==> config.mk <==
export PLATFORM = sky130hd
export DESIGN_NAME = div_root_engine
export DESIGN_NICKNAME = d
export VERILOG_FILES = /design/src/rtl/div_root_pkg.sv /design/src/rtl/fx_mul.sv /design/src/rtl/div_root_engine.sv
export SDC_FILE = /design/constraint.sdc
export NUM_CORES = 1
export LEC_CHECK = 0
export CORE_MARGIN = 2
export CORE_UTILIZATION = 35
export CTS_BUF_LIST = sky130_fd_sc_hd__clkbuf_2 sky130_fd_sc_hd__clkbuf_4 sky130_fd_sc_hd__clkbuf_8
export DETAILED_ROUTE_END_ITERATION = 8
export MAX_ROUTING_LAYER = met4
export PLACE_DENSITY = 0.47
export REMOVE_ABC_BUFFERS = 1
export SYNTH_ARGS = -nofsm -noshare
export SYNTH_HDL_FRONTEND = slang
export SYNTH_SLANG_ARGS = --single-unit
==> constraint.sdc <==
create_clock -name clk -period 12.5 [get_ports clk]
set_input_delay 3.75 -clock clk [delete_from_list [all_inputs] [get_ports clk]]
set_output_delay 3.75 -clock clk [all_outputs]
set_load 0.05 [all_outputs]
==> src/rtl/div_root_pkg.sv <==
// Shared types and constants for the divide / n-th root engine.
// DIV_ROOT_ROUND_EN adds a guard quotient bit so divide results round half up.
package div_root_pkg;

   localparam int IN1_W  = 10;
   localparam int IN2_W  = 3;
   localparam int OUT_W  = 20;
   localparam int FRAC_W = 10;

`ifdef DIV_ROOT_ROUND_EN
   localparam int DIV_W = OUT_W + 1;
`else
   localparam int DIV_W = OUT_W;
`endif

   localparam logic MODE_DIV  = 1'b0;
   localparam logic MODE_ROOT = 1'b1;

   typedef enum logic [2:0] {
      IDLE,
      DIV,
      ROOT_MUL,
      ROOT_CMP,
      DONE
   } state_t;

endpackage

==> src/rtl/fx_mul.sv <==
// Combinational 10.10 x 10.10 multiply returning a 10.10 product.
// sat flags any integer bits beyond the 10.10 range.
module fx_mul
   import div_root_pkg::*;
(
   input  logic [OUT_W-1:0] a,
   input  logic [OUT_W-1:0] b,
   output logic [OUT_W-1:0] p,
   output logic             sat
);

   logic [2*OUT_W-1:0] full;

   assign full = {{OUT_W{1'b0}}, a} * {{OUT_W{1'b0}}, b};
   assign p    = full[OUT_W+FRAC_W-1:FRAC_W];
   assign sat  = |full[2*OUT_W-1:OUT_W+FRAC_W];

endmodule

==> src/rtl/div_root_engine.sv <==
// Iterative engine: restoring divide of x by k, or bitwise n-th root of x (10.10 result).
// Build option DIV_ROOT_ROUND_EN: divide rounds half up using one extra quotient bit.
module div_root_engine
   import div_root_pkg::*;
(
   input  logic             clk,
   input  logic             rst_n,
   input  logic             in_valid,
   input  logic             in_mode,
   input  logic [IN1_W-1:0] in_data_1,
   input  logic [IN2_W-1:0] in_data_2,
   output logic             out_valid,
   output logic [OUT_W-1:0] out_data
);

   localparam int CNT_W = 5;

   state_t           state_reg, state_next;
   logic [OUT_W-1:0] tgt_reg, tgt_next;
   logic [IN2_W-1:0] k_reg, k_next;
   logic             mode_reg, mode_next;
   logic             zero_reg, zero_next;
   logic [DIV_W-1:0] acc_reg, acc_next;
   logic [DIV_W-1:0] dvd_reg, dvd_next;
   logic [IN2_W-1:0] rem_reg, rem_next;
   logic [CNT_W-1:0] bit_reg, bit_next;
   logic [IN2_W-1:0] mul_cnt_reg, mul_cnt_next;
   logic [OUT_W-1:0] p_reg, p_next;
   logic             sat_reg, sat_next;

   logic [OUT_W-1:0] trial, mul_a, mul_p, p_cmp;
   logic             mul_sat;
   logic [IN2_W:0]   rem_sh, rem_diff;
   logic [OUT_W-1:0] div_res, result;

   assign trial  = acc_reg[OUT_W-1:0] | ({{(OUT_W-1){1'b0}}, 1'b1} << bit_reg);
   assign mul_a  = (mul_cnt_reg == '0) ? trial : p_reg;
   assign p_cmp  = (k_reg == IN2_W'(1)) ? trial : p_reg;
   assign rem_sh   = {rem_reg, dvd_reg[DIV_W-1]};
   assign rem_diff = rem_sh - {1'b0, k_reg};

   fx_mul u_mul (
      .a   (mul_a),
      .b   (trial),
      .p   (mul_p),
      .sat (mul_sat)
   );

   always_ff @(posedge clk or negedge rst_n) begin
      if (!rst_n) begin
         state_reg   <= IDLE;
         tgt_reg     <= '0;
         k_reg       <= '0;
         mode_reg    <= 1'b0;
         zero_reg    <= 1'b0;
         acc_reg     <= '0;
         dvd_reg     <= '0;
         rem_reg     <= '0;
         bit_reg     <= '0;
         mul_cnt_reg <= '0;
         p_reg       <= '0;
         sat_reg     <= 1'b0;
      end else begin
         state_reg   <= state_next;
         tgt_reg     <= tgt_next;
         k_reg       <= k_next;
         mode_reg    <= mode_next;
         zero_reg    <= zero_next;
         acc_reg     <= acc_next;
         dvd_reg     <= dvd_next;
         rem_reg     <= rem_next;
         bit_reg     <= bit_next;
         mul_cnt_reg <= mul_cnt_next;
         p_reg       <= p_next;
         sat_reg     <= sat_next;
      end
   end

   always_comb begin
      state_next   = state_reg;
      tgt_next     = tgt_reg;
      k_next       = k_reg;
      mode_next    = mode_reg;
      zero_next    = zero_reg;
      acc_next     = acc_reg;
      dvd_next     = dvd_reg;
      rem_next     = rem_reg;
      bit_next     = bit_reg;
      mul_cnt_next = mul_cnt_reg;
      p_next       = p_reg;
      sat_next     = sat_reg;
      case (state_reg)
         IDLE: begin
            if (in_valid) begin
               tgt_next     = {in_data_1, {FRAC_W{1'b0}}};
               dvd_next     = {in_data_1, {(DIV_W-IN1_W){1'b0}}};
               k_next       = in_data_2;
               mode_next    = in_mode;
               zero_next    = (in_mode == MODE_ROOT) && (in_data_2 == '0 || in_data_1 == '0);
               acc_next     = '0;
               rem_next     = '0;
               mul_cnt_next = '0;
               p_next       = '0;
               sat_next     = 1'b0;
               bit_next     = CNT_W'(OUT_W - 1);
               // Root with k = 0 borrows the divide sequencer purely for its timing
               if (in_mode == MODE_DIV) begin
                  bit_next   = CNT_W'(DIV_W - 1);
                  state_next = DIV;
               end else if (in_data_2 == '0) begin
                  state_next = DIV;
               end else if (in_data_2 == IN2_W'(1)) begin
                  state_next = ROOT_CMP;
               end else begin
                  state_next = ROOT_MUL;
               end
            end
         end
         DIV: begin
            dvd_next = dvd_reg << 1;
            if (rem_sh >= {1'b0, k_reg}) begin
               rem_next = rem_diff[IN2_W-1:0];
               acc_next = {acc_reg[DIV_W-2:0], 1'b1};
            end else begin
               rem_next = rem_sh[IN2_W-1:0];
               acc_next = {acc_reg[DIV_W-2:0], 1'b0};
            end
            bit_next = bit_reg - CNT_W'(1);
            if (bit_reg == '0) state_next = DONE;
         end
         ROOT_MUL: begin
            p_next       = mul_p;
            sat_next     = sat_reg | mul_sat;
            mul_cnt_next = mul_cnt_reg + IN2_W'(1);
            if (mul_cnt_reg == k_reg - IN2_W'(2)) state_next = ROOT_CMP;
         end
         ROOT_CMP: begin
            if (!sat_reg && p_cmp <= tgt_reg) acc_next = DIV_W'(trial);
            sat_next     = 1'b0;
            mul_cnt_next = '0;
            bit_next     = bit_reg - CNT_W'(1);
            if (bit_reg == '0)            state_next = DONE;
            else if (k_reg == IN2_W'(1)) state_next = ROOT_CMP;
            else                         state_next = ROOT_MUL;
         end
         DONE:    state_next = IDLE;
         default: state_next = IDLE;
      endcase
   end

`ifdef DIV_ROOT_ROUND_EN
   logic [DIV_W:0] rnd_sum;
   assign rnd_sum = {1'b0, acc_reg} + (DIV_W + 1)'(1);
   assign div_res = rnd_sum[DIV_W] ? {OUT_W{1'b1}} : rnd_sum[OUT_W:1];
`else
   assign div_res = acc_reg[OUT_W-1:0];
`endif

   assign result    = zero_reg ? '0 : ((mode_reg == MODE_DIV) ? div_res : acc_reg[OUT_W-1:0]);
   assign out_valid = (state_reg == DONE);
   assign out_data  = out_valid ? result : '0;

endmodule

==> results of run 1 <==
-- layer usage --
| layer | GRT usage | vias up | wire (um) | share of wire |
|---|---|---|---|---|
| met5 | - | - | 0 | 0 |
| met4 | 0.0554 | 0 | 1560 | 0.026 |
| met3 | 0.0185 | 61 | 2020 | 0.034 |
| met2 | 0.398 | 320 | 28400 | 0.48 |
| met1 | 0.314 | 7307 | 26900 | 0.46 |
| li1 | - | 6490 | - | - |
-- worst max path at each step --
stage,cells past startpoint,endpoint,start,slack (ps)
3_3_place_gp,26,sat_reg,bit_reg[0],3630
3_5_place_dp,26,sat_reg,bit_reg[0],3640
6_report,26,sat_reg,bit_reg[0],3530
5_1_grt,27,sat_reg,bit_reg[2],3060
2_1_floorplan,26,sat_reg,mul_cnt_reg[0],2920
4_1_cts,26,sat_reg,bit_reg[0],3590
-- final cells by class --
class,count,area [um2],share of cell area
clock buffer,10,138,0.00725
multi-input combinational,1523,13800,0.729
clock inverter,6,55.1,0.00290
inverter,393,1480,0.0777
sequential,79,1980,0.104
timing repair buffer,76,661,0.0348
tap,672,841,0.0443
-- stage by stage --
stage / utilization / cell area [um2]
after floorplan: - / 17200
after global placement: 0.376 / 18800
after detailed placement: 0.376 / 18800
after CTS: 0.380 / 19000
after global routing: 0.380 / 19000
final: 0.380 / 19000
-- layout by cell type, fill, tap and decap left out, types with 21 or more instances in the layout --
master / n
sky130_fd_sc_hd__buf_4: 40
sky130_fd_sc_hd__ha_1: 168
sky130_fd_sc_hd__xnor2_1: 22
sky130_fd_sc_hd__a21o_1: 39
sky130_fd_sc_hd__dfrtp_1: 79
sky130_fd_sc_hd__nor2_1: 308
sky130_fd_sc_hd__clkdlybuf4s50_1: 36
sky130_fd_sc_hd__a21oi_1: 75
sky130_fd_sc_hd__o211ai_1: 21
sky130_fd_sc_hd__nand2_1: 243
sky130_fd_sc_hd__fa_1: 320
sky130_fd_sc_hd__and2_1: 26
sky130_fd_sc_hd__o21ai_0: 71
sky130_fd_sc_hd__nand2b_1: 23
sky130_fd_sc_hd__inv_1: 393
sky130_fd_sc_hd__a22o_1: 24
-- kinds of logic after synthesis --
family / count (synthesis) / synth area share
AND/OR/NAND/NOR: 683 / 0.165
buffers and inverters: 498 / 0.107
adder cells (fa/ha/maj): 488 / 0.483
AO/OA/AOI/OAI: 315 / 0.115
flip-flops: 79 / 0.112
XOR/XNOR: 32 / 0.0159
multiplexers: 5 / 0.00291
-- worst min-delay path: cells and delay by family (launching register included) --
kind	cells	cell delay [ps]
DFF	1	360
and+or+nand+nor	2	100
==> metrics.txt, run 1 <==
outcome finished, final reports clean; flip-flop cell with the highest count after synthesis sky130_fd_sc_hd__dfrtp_1; library cells used by synthesis 64; Area contributors post-synth sky130_fd_sc_hd__fa_1 (36%), sky130_fd_sc_hd__ha_1 (12%), sky130_fd_sc_hd__dfrtp_1 (11%); number of max-slew violations in the final report 0; number of cells after detailed placement 2,743; tightest slew margin relative to the limit 0.195; Seq cells post-synth 79; GRT overflow 0; DIE HEIGHT 228 um; number of CTS-inserted buffers 9; Die Span X 228 um; worst path arrival time 9210 ps; sum of negative setup slack 0 ps; area share of the leading cell type in the synthesized netlist 0.363; worst setup slack before clock tree synthesis 3640 ps; Area Overhead vs Synth 7.69%; most prevalent standard cell on the critical path sky130_fd_sc_hd__fa_1; mean instance size in the synthesized netlist 8.39 um2; total number of vias 14,178; maximum level of the CTS H-tree 3; post-detailed-route via-to-cell ratio 5.14; number of standard-cell rows in the floorplan 82; vias in the first global route 15,251; capture point of the worst reg-to-reg path sat_reg; kind of cell adding the most delay to the critical path adder cells; yosys warns 0; Filler Cell Count 5,299; Antenna Violating Nets Remaining 0; final setup violation count 0; initial antenna violation count 0; leading cell type by number of instances after synthesis sky130_fd_sc_hd__inv_1; Hold Slack 484 ps; async set-reset flop share out of synthesis 1.00; clock tree from TritonCTS yes; RR Startpoint bit_reg[0]; IO Port Bufs 37; area of the core 50,000 um2; clock sink count 79; Maximum Capacitance Violations 0; final wirelength 58,900 um; share of cells above drive strength 1 0.0402; register-to-register setup slack 3530 ps; number of enable flip-flop cells after synthesis 0; slowest stage delay, CP 720 ps; critical path fanouts, max 13; largest net degree at the start of global routing 70; routed wire length per instance 21.3 um; Setup Fix Bufs, Post-CTS 0; I/O pin cnt 38; slew of the pin with the lowest slew margin 1210 ps; worst hold path startpoint dvd_reg[12]; number of DRC violations after detailed-routing iteration 0 951; Worst Path Required 12,740 ps; clock tree root buffer cell sky130_fd_sc_hd__clkbuf_8; post-route clock skew 16.1 ps; number of design rule violations left after detail routing 0; number of standard cells after synthesis 2,100; final period utilization 0.718; f_max 111 MHz; total half-perimeter wirelength after legalization and detailed placement 46,700 um; diode count 0; Total GRT Usage 0.237; Hold Vio Cnt, Final 0; largest buffer count on any clock path 2; hold worst-path end dvd_reg[12]; launching element type of the critical path register; final net count 2,587; Worst Path Class, Setup register to register; Crit. End Element register; global-route wire length before repair 91,700 um; initial core utilization 0.353; unrepaired setup endpoints after global routing false; post-synthesis instance area 17,600 um2; cells on worst reg2reg path 26; crit path buf inv count 5; placer congestion estimate 0.921; cell types with the highest counts after synthesis sky130_fd_sc_hd__inv_1 (393), sky130_fd_sc_hd__fa_1 (320), sky130_fd_sc_hd__nor2_1 (309); CP max-delay cell sky130_fd_sc_hd__a31oi_2; clock-pin slew on the worst setup and hold paths 100 ps; total die area 52,200 um2; post-CTS sizing 0; cell taking the most area after synthesis sky130_fd_sc_hd__fa_1; number of optimization iterations in the first detailed-route pass 5; final worst path period need 8970 ps; number of stages on the worst hold path 2; post-route insts no fill 2,759; sequential fraction of the synthesis area 0.112; type of the worst min-delay path register to register; worst-skew pair later-pin latency 380 ps; number of buffers inserted for hold repair after clock tree synthesis 0; setup slack of the critical path after layout 3530 ps
Power of run 1 is left out: the tool's default activity adds up to more than one toggle a clock period on the data nets, which glitch-free logic cannot reach.
==> inputs of run 2 (changes only) <==
- PLACE_DENSITY: 0.47 -> 0.49
- clock period: 12.5 -> 7.5 ns (I/O delays scaled with it)
==> run 2 against run 1 <==
Against the previous run:
- the flow now finishes with violations (negative setup slack)
- largest cell class unchanged
- critical path depth is 4 higher
- cell count is 11% higher
- sequential share of layout area is 1.5 points lower
- clock-buffer cell count is 1 lower
==> metrics.txt, run 2 (synthesis results as in run 1) <==
kind of cell adding the most delay to the critical path adder cells; number of design rule violations left after detail routing 0; total half-perimeter wirelength after legalization and detailed placement 51,300 um; area of the core 50,000 um2; post-route insts no fill 3,074; launching element type of the critical path register; Antenna Violating Nets Remaining 0; final setup violation count 1; crit path capture sat_reg; final period utilization 1.01; number of max-slew violations in the final report 0; count of cell instances traversed by the critical path 30; worst-skew pair later-pin latency 390 ps; Die Span X 228 um; vias in the first global route 16,481; diode count 0; clock tree from TritonCTS yes; met3 layer usage reported by global route 0.0327; commonest cells after routing, fill and taps aside sky130_fd_sc_hd__inv_1 (379), sky130_fd_sc_hd__buf_4 (319), sky130_fd_sc_hd__fa_1 (313); clock tree root buffer cell sky130_fd_sc_hd__clkbuf_8; Total GRT Usage 0.247; type of the worst min-delay path register to register; total die area 52,200 um2; final wirelength 61,200 um; slowest stage delay, CP 520 ps; Filler Cell Count 5,035; initial antenna violation count 0; most heavily used metal layer in global routing met2; Area Overhead vs Synth 26.5%; Worst Path Class, Setup register to register; global-route wire length before repair 96,400 um; global routing usage on met1 0.328; outcome finished with violations; critical path fanouts, max 8; violations in the final reports negative setup slack; CP max-delay cell sky130_fd_sc_hd__fa_1; setup slack of the critical path after layout -67.5 ps; unrepaired setup endpoints after global routing true; capture point of the worst reg-to-reg path sat_reg; total number of vias 15,311; post-route clock skew 7.44 ps; Hold Vio Cnt, Final 0; Crit. End Element register; clock sink count 79; number of DRC violations after detailed-routing iteration 0 1,013; Maximum Capacitance Violations 0; DIE HEIGHT 228 um; largest buffer count on any clock path 2; RR Startpoint mul_cnt_reg[1]; Worst Path Required 7810 ps; slew of the pin with the lowest slew margin 1080 ps; worst path arrival time 7880 ps; IO Port Bufs 37; met2 usage in global routing 0.400; I/O pin cnt 38; most frequent standard cell in the layout excluding fill and tap cells sky130_fd_sc_hd__inv_1; most prevalent standard cell on the critical path sky130_fd_sc_hd__fa_1; worst setup path startpoint mul_cnt_reg[1]; number of optimization iterations in the first detailed-route pass 5; largest net degree at the start of global routing 80; f_max 132 MHz; number of standard-cell rows in the floorplan 82; post-detailed-route via-to-cell ratio 4.98; clock-pin slew on the worst setup and hold paths 90 ps; number of cells after detailed placement 3,016; register-to-register setup slack -70 ps; final net count 2,902; routed wire length per instance 19.9 um; number of CTS-inserted buffers 9; tightest slew margin relative to the limit 0.283; maximum level of the CTS H-tree 3; crit path buf inv count 10; share of cells above drive strength 1 0.211; GRT overflow 0; final worst path period need 7570 ps; placer congestion estimate 0.949; cells on worst reg2reg path 30; number of stages on the worst hold path 2; initial core utilization 0.353
## run 2: repair_timing
action | CTS | global route
gates resized for setup | 88 | 86
buffers inserted | 24 | 18
setup endpoints to repair | 10 | 14
hold buffers | 0 | 0
pin swaps | 37 | 65
endpoints found under the hold margin | 0 | 0
cloned | 1 | 1
## run 2: worst min path at each step
stage                     start     endpoint  slack (ps)
floorplan           dvd_reg[11]  dvd_reg[11]         440
global placement    dvd_reg[16]  dvd_reg[16]         450
detailed placement  dvd_reg[17]  dvd_reg[17]         460
CTS                 dvd_reg[17]  dvd_reg[17]         480
global route        dvd_reg[14]  dvd_reg[14]         510
finish              dvd_reg[17]  dvd_reg[17]         470
## run 2: cell type report
| type | instances | area (um2) | area share |
|---|---|---|---|
| Multi-Input combinational cell | 1523 | 14400 | 0.648 |
| Inverter | 393 | 1480 | 0.0662 |
| Clock inverter | 7 | 103 | 0.00460 |
| Timing Repair Buffer | 391 | 3330 | 0.149 |
| Tap cell | 672 | 841 | 0.0377 |
| Clock buffer | 9 | 124 | 0.00556 |
| Sequential cell | 79 | 1980 | 0.0888 |
## run 2: routing by layer
layer / part of all wire / routed length [um] / up-vias
met4: 0.031 / 1910 / 0
met3: 0.051 / 3110 / 82
met5: 0 / 0 / -
met1: 0.44 / 27100 / 7704
met2: 0.47 / 29000 / 413
li1: - / - / 7112
## run 2: worst min-delay path, stage by stage, from the launching register on
cell and delay [ps]:
sky130_fd_sc_hd__dfrtp_1 350, sky130_fd_sc_hd__nand2_1 50, sky130_fd_sc_hd__nand2_1 50
## run 2: stage by stage
step / worst slack (ps) / cell area, um2 / TNS, ps / hold slack (ps) / util
global route: -333 / 22300 / -812 / 505 / 0.446
detailed placement: -603 / 21000 / -2600 / 458 / 0.420
global placement: -549 / 21000 / -2430 / 454 / 0.420
CTS: -65.9 / 21800 / -65.9 / 479 / 0.436
floorplan: -2080 / 17200 / -29830 / 440 / -
finish: -67.5 / 22300 / -67.5 / 474 / 0.446
Power of run 2 is left out for the same reason.
==> inputs of run 3 (changes only) <==
- CORE_UTILIZATION: 35 -> 30
- PLACE_DENSITY: 0.49 -> 0.43
- TNS_END_PERCENT: not set -> 30
==> run 3 against run 2 <==
Against the previous run:
- the run now ends clean
- non-clock buffer count decreased by 8
- worst hold slack improved by 2.4 ps
- fmax increased by 0.95%
- via count decreased by 1.1%
- final area decreased by 0.62%
- sequential share of layout area about the same
- largest cell class unchanged
- highest routed layer unchanged
==> metrics.txt, run 3 (synthesis results as in run 1) <==
outcome finished, final reports clean; clock tree root buffer cell sky130_fd_sc_hd__clkbuf_8; clock-pin slew on the worst setup and hold paths 110 ps; hold worst-path end dvd_reg[13]; Antenna Violating Nets Remaining 0; slowest stage delay, CP 580 ps; cells on worst reg2reg path 30; Filler Cell Count 6,077; final setup violation count 0; kind of cell adding the most delay to the critical path adder cells; launching element type of the critical path register; Area Overhead vs Synth 25.7%; Worst Path Class, Setup register to register; worst-skew pair later-pin latency 390 ps; most frequent standard cell in the layout excluding fill and tap cells sky130_fd_sc_hd__inv_1; initial core utilization 0.304; largest buffer count on any clock path 2; most prevalent standard cell on the critical path sky130_fd_sc_hd__fa_1; worst hold path startpoint dvd_reg[13]; Maximum Capacitance Violations 0; Total GRT Usage 0.222; final net count 2,894; total die area 60,700 um2; sum of negative setup slack 0 ps; DIE HEIGHT 246 um; type of the worst min-delay path register to register; number of CTS-inserted buffers 9; clock tree from TritonCTS yes; number of optimization iterations in the first detailed-route pass 5; maximum level of the CTS H-tree 3; CP max-delay cell sky130_fd_sc_hd__fa_1; diode count 0; total half-perimeter wirelength after legalization and detailed placement 54,300 um; Hold Vio Cnt, Final 0; post-detailed-route via-to-cell ratio 4.79; number of standard-cell rows in the floorplan 88; commonest cells after routing, fill and taps aside sky130_fd_sc_hd__inv_1 (389), sky130_fd_sc_hd__buf_4 (319), sky130_fd_sc_hd__fa_1 (315); vias in the first global route 16,292; register-to-register setup slack 4 ps; IO Port Bufs 37; largest net degree at the start of global routing 80; GRT overflow 0; final period utilization 1.00; number of max-slew violations in the final report 0; final wirelength 63,300 um; area used by sequential logic in the layout 1980 um2; Crit. End Element register; global-route wire length before repair 99,000 um; number of buffers inserted for hold repair after clock tree synthesis 0; crit path buf inv count 10; slew of the pin with the lowest slew margin 1100 ps; clock sink count 79; count of cell instances traversed by the critical path 30; routed wire length per instance 20.0 um; fin util 0.383; Worst Path Required 7820 ps; total number of vias 15,144; post-route insts no fill 3,159; capture point of the worst reg-to-reg path sat_reg; Die Span X 246 um; tightest slew margin relative to the limit 0.269; f_max 133 MHz; number of design rule violations left after detail routing 0; I/O pin cnt 38; multi-input combinational cell area 14,300 um2; final worst path period need 7500 ps; placer congestion estimate 0.921; worst path arrival time 7810 ps; RR Startpoint mul_cnt_reg[1]; unrepaired setup endpoints after global routing true; number of stages on the worst hold path 2; post-route clock skew 15.4 ps; initial antenna violation count 1; critical path fanouts, max 10; number of cells after detailed placement 3,135; number of DRC violations after detailed-routing iteration 0 867; area of the core 57,900 um2; share of cells above drive strength 1 0.196
==> run 3: cell types whose count changed in the layout (fill, tap and decap cells not counted), sizes merged <==
| cell | delta |
|---|---|
| buf | -8 |
| bufinv | -2 |
| inv | +2 |
==> run 3: tightest hold or removal path, delay by kind of cell (launching register included) <==
kind | cells | cell delay, ps
flops | 1 | 360
simple gates | 2 | 100
==> run 3: worst max path at each step <==
stage	endpoint	startpoint
floorplan	sat_reg	mul_cnt_reg[0]
global placement	sat_reg	bit_reg[1]
detailed placement	sat_reg	bit_reg[0]
CTS	sat_reg	bit_reg[0]
global route	sat_reg	mul_cnt_reg[1]
finish	sat_reg	mul_cnt_reg[1]
==> run 3: repair_timing <==
item | in CTS | in global routing
pin swaps | 10 | 22
gates cloned | 0 | 1
buffers inserted | 4 | 3
endpoints found under the hold margin | 0 | 0
endpoints found under the setup margin | 9 | 13
gates resized for setup | 50 | 71
==> run 3: final cells by class <==
class / instances / share of cell area
Multi-Input combinational cell: 1523 / 0.646
Timing Repair Buffer: 383 / 0.146
Sequential cell: 79 / 0.0892
Inverter: 393 / 0.0666
Tap cell: 765 / 0.0432
Clock buffer: 9 / 0.00559
Clock inverter: 7 / 0.00328
==> run 3: metal layers <==
metal	GRT usage	vias to the layer above	wire (um)
li1	-	7117	-
met1	0.294	7726	28900
met2	0.385	255	31700
met3	0.0148	46	1820
met4	0.0291	0	789
met5	-	-	0
==> run 3: stage by stage <==
stage          cell area [um2]  hold slack (ps)  setup WS (ps)
2_1_floorplan            17200              440          -2080
3_3_place_gp             21400              452           -405
3_5_place_dp             21400              458           -399
4_1_cts                  21800              483          -52.2
5_1_grt                  22200              503           -288
6_report                 22200              476           3.70
Power of run 3 is left out for the same reason.
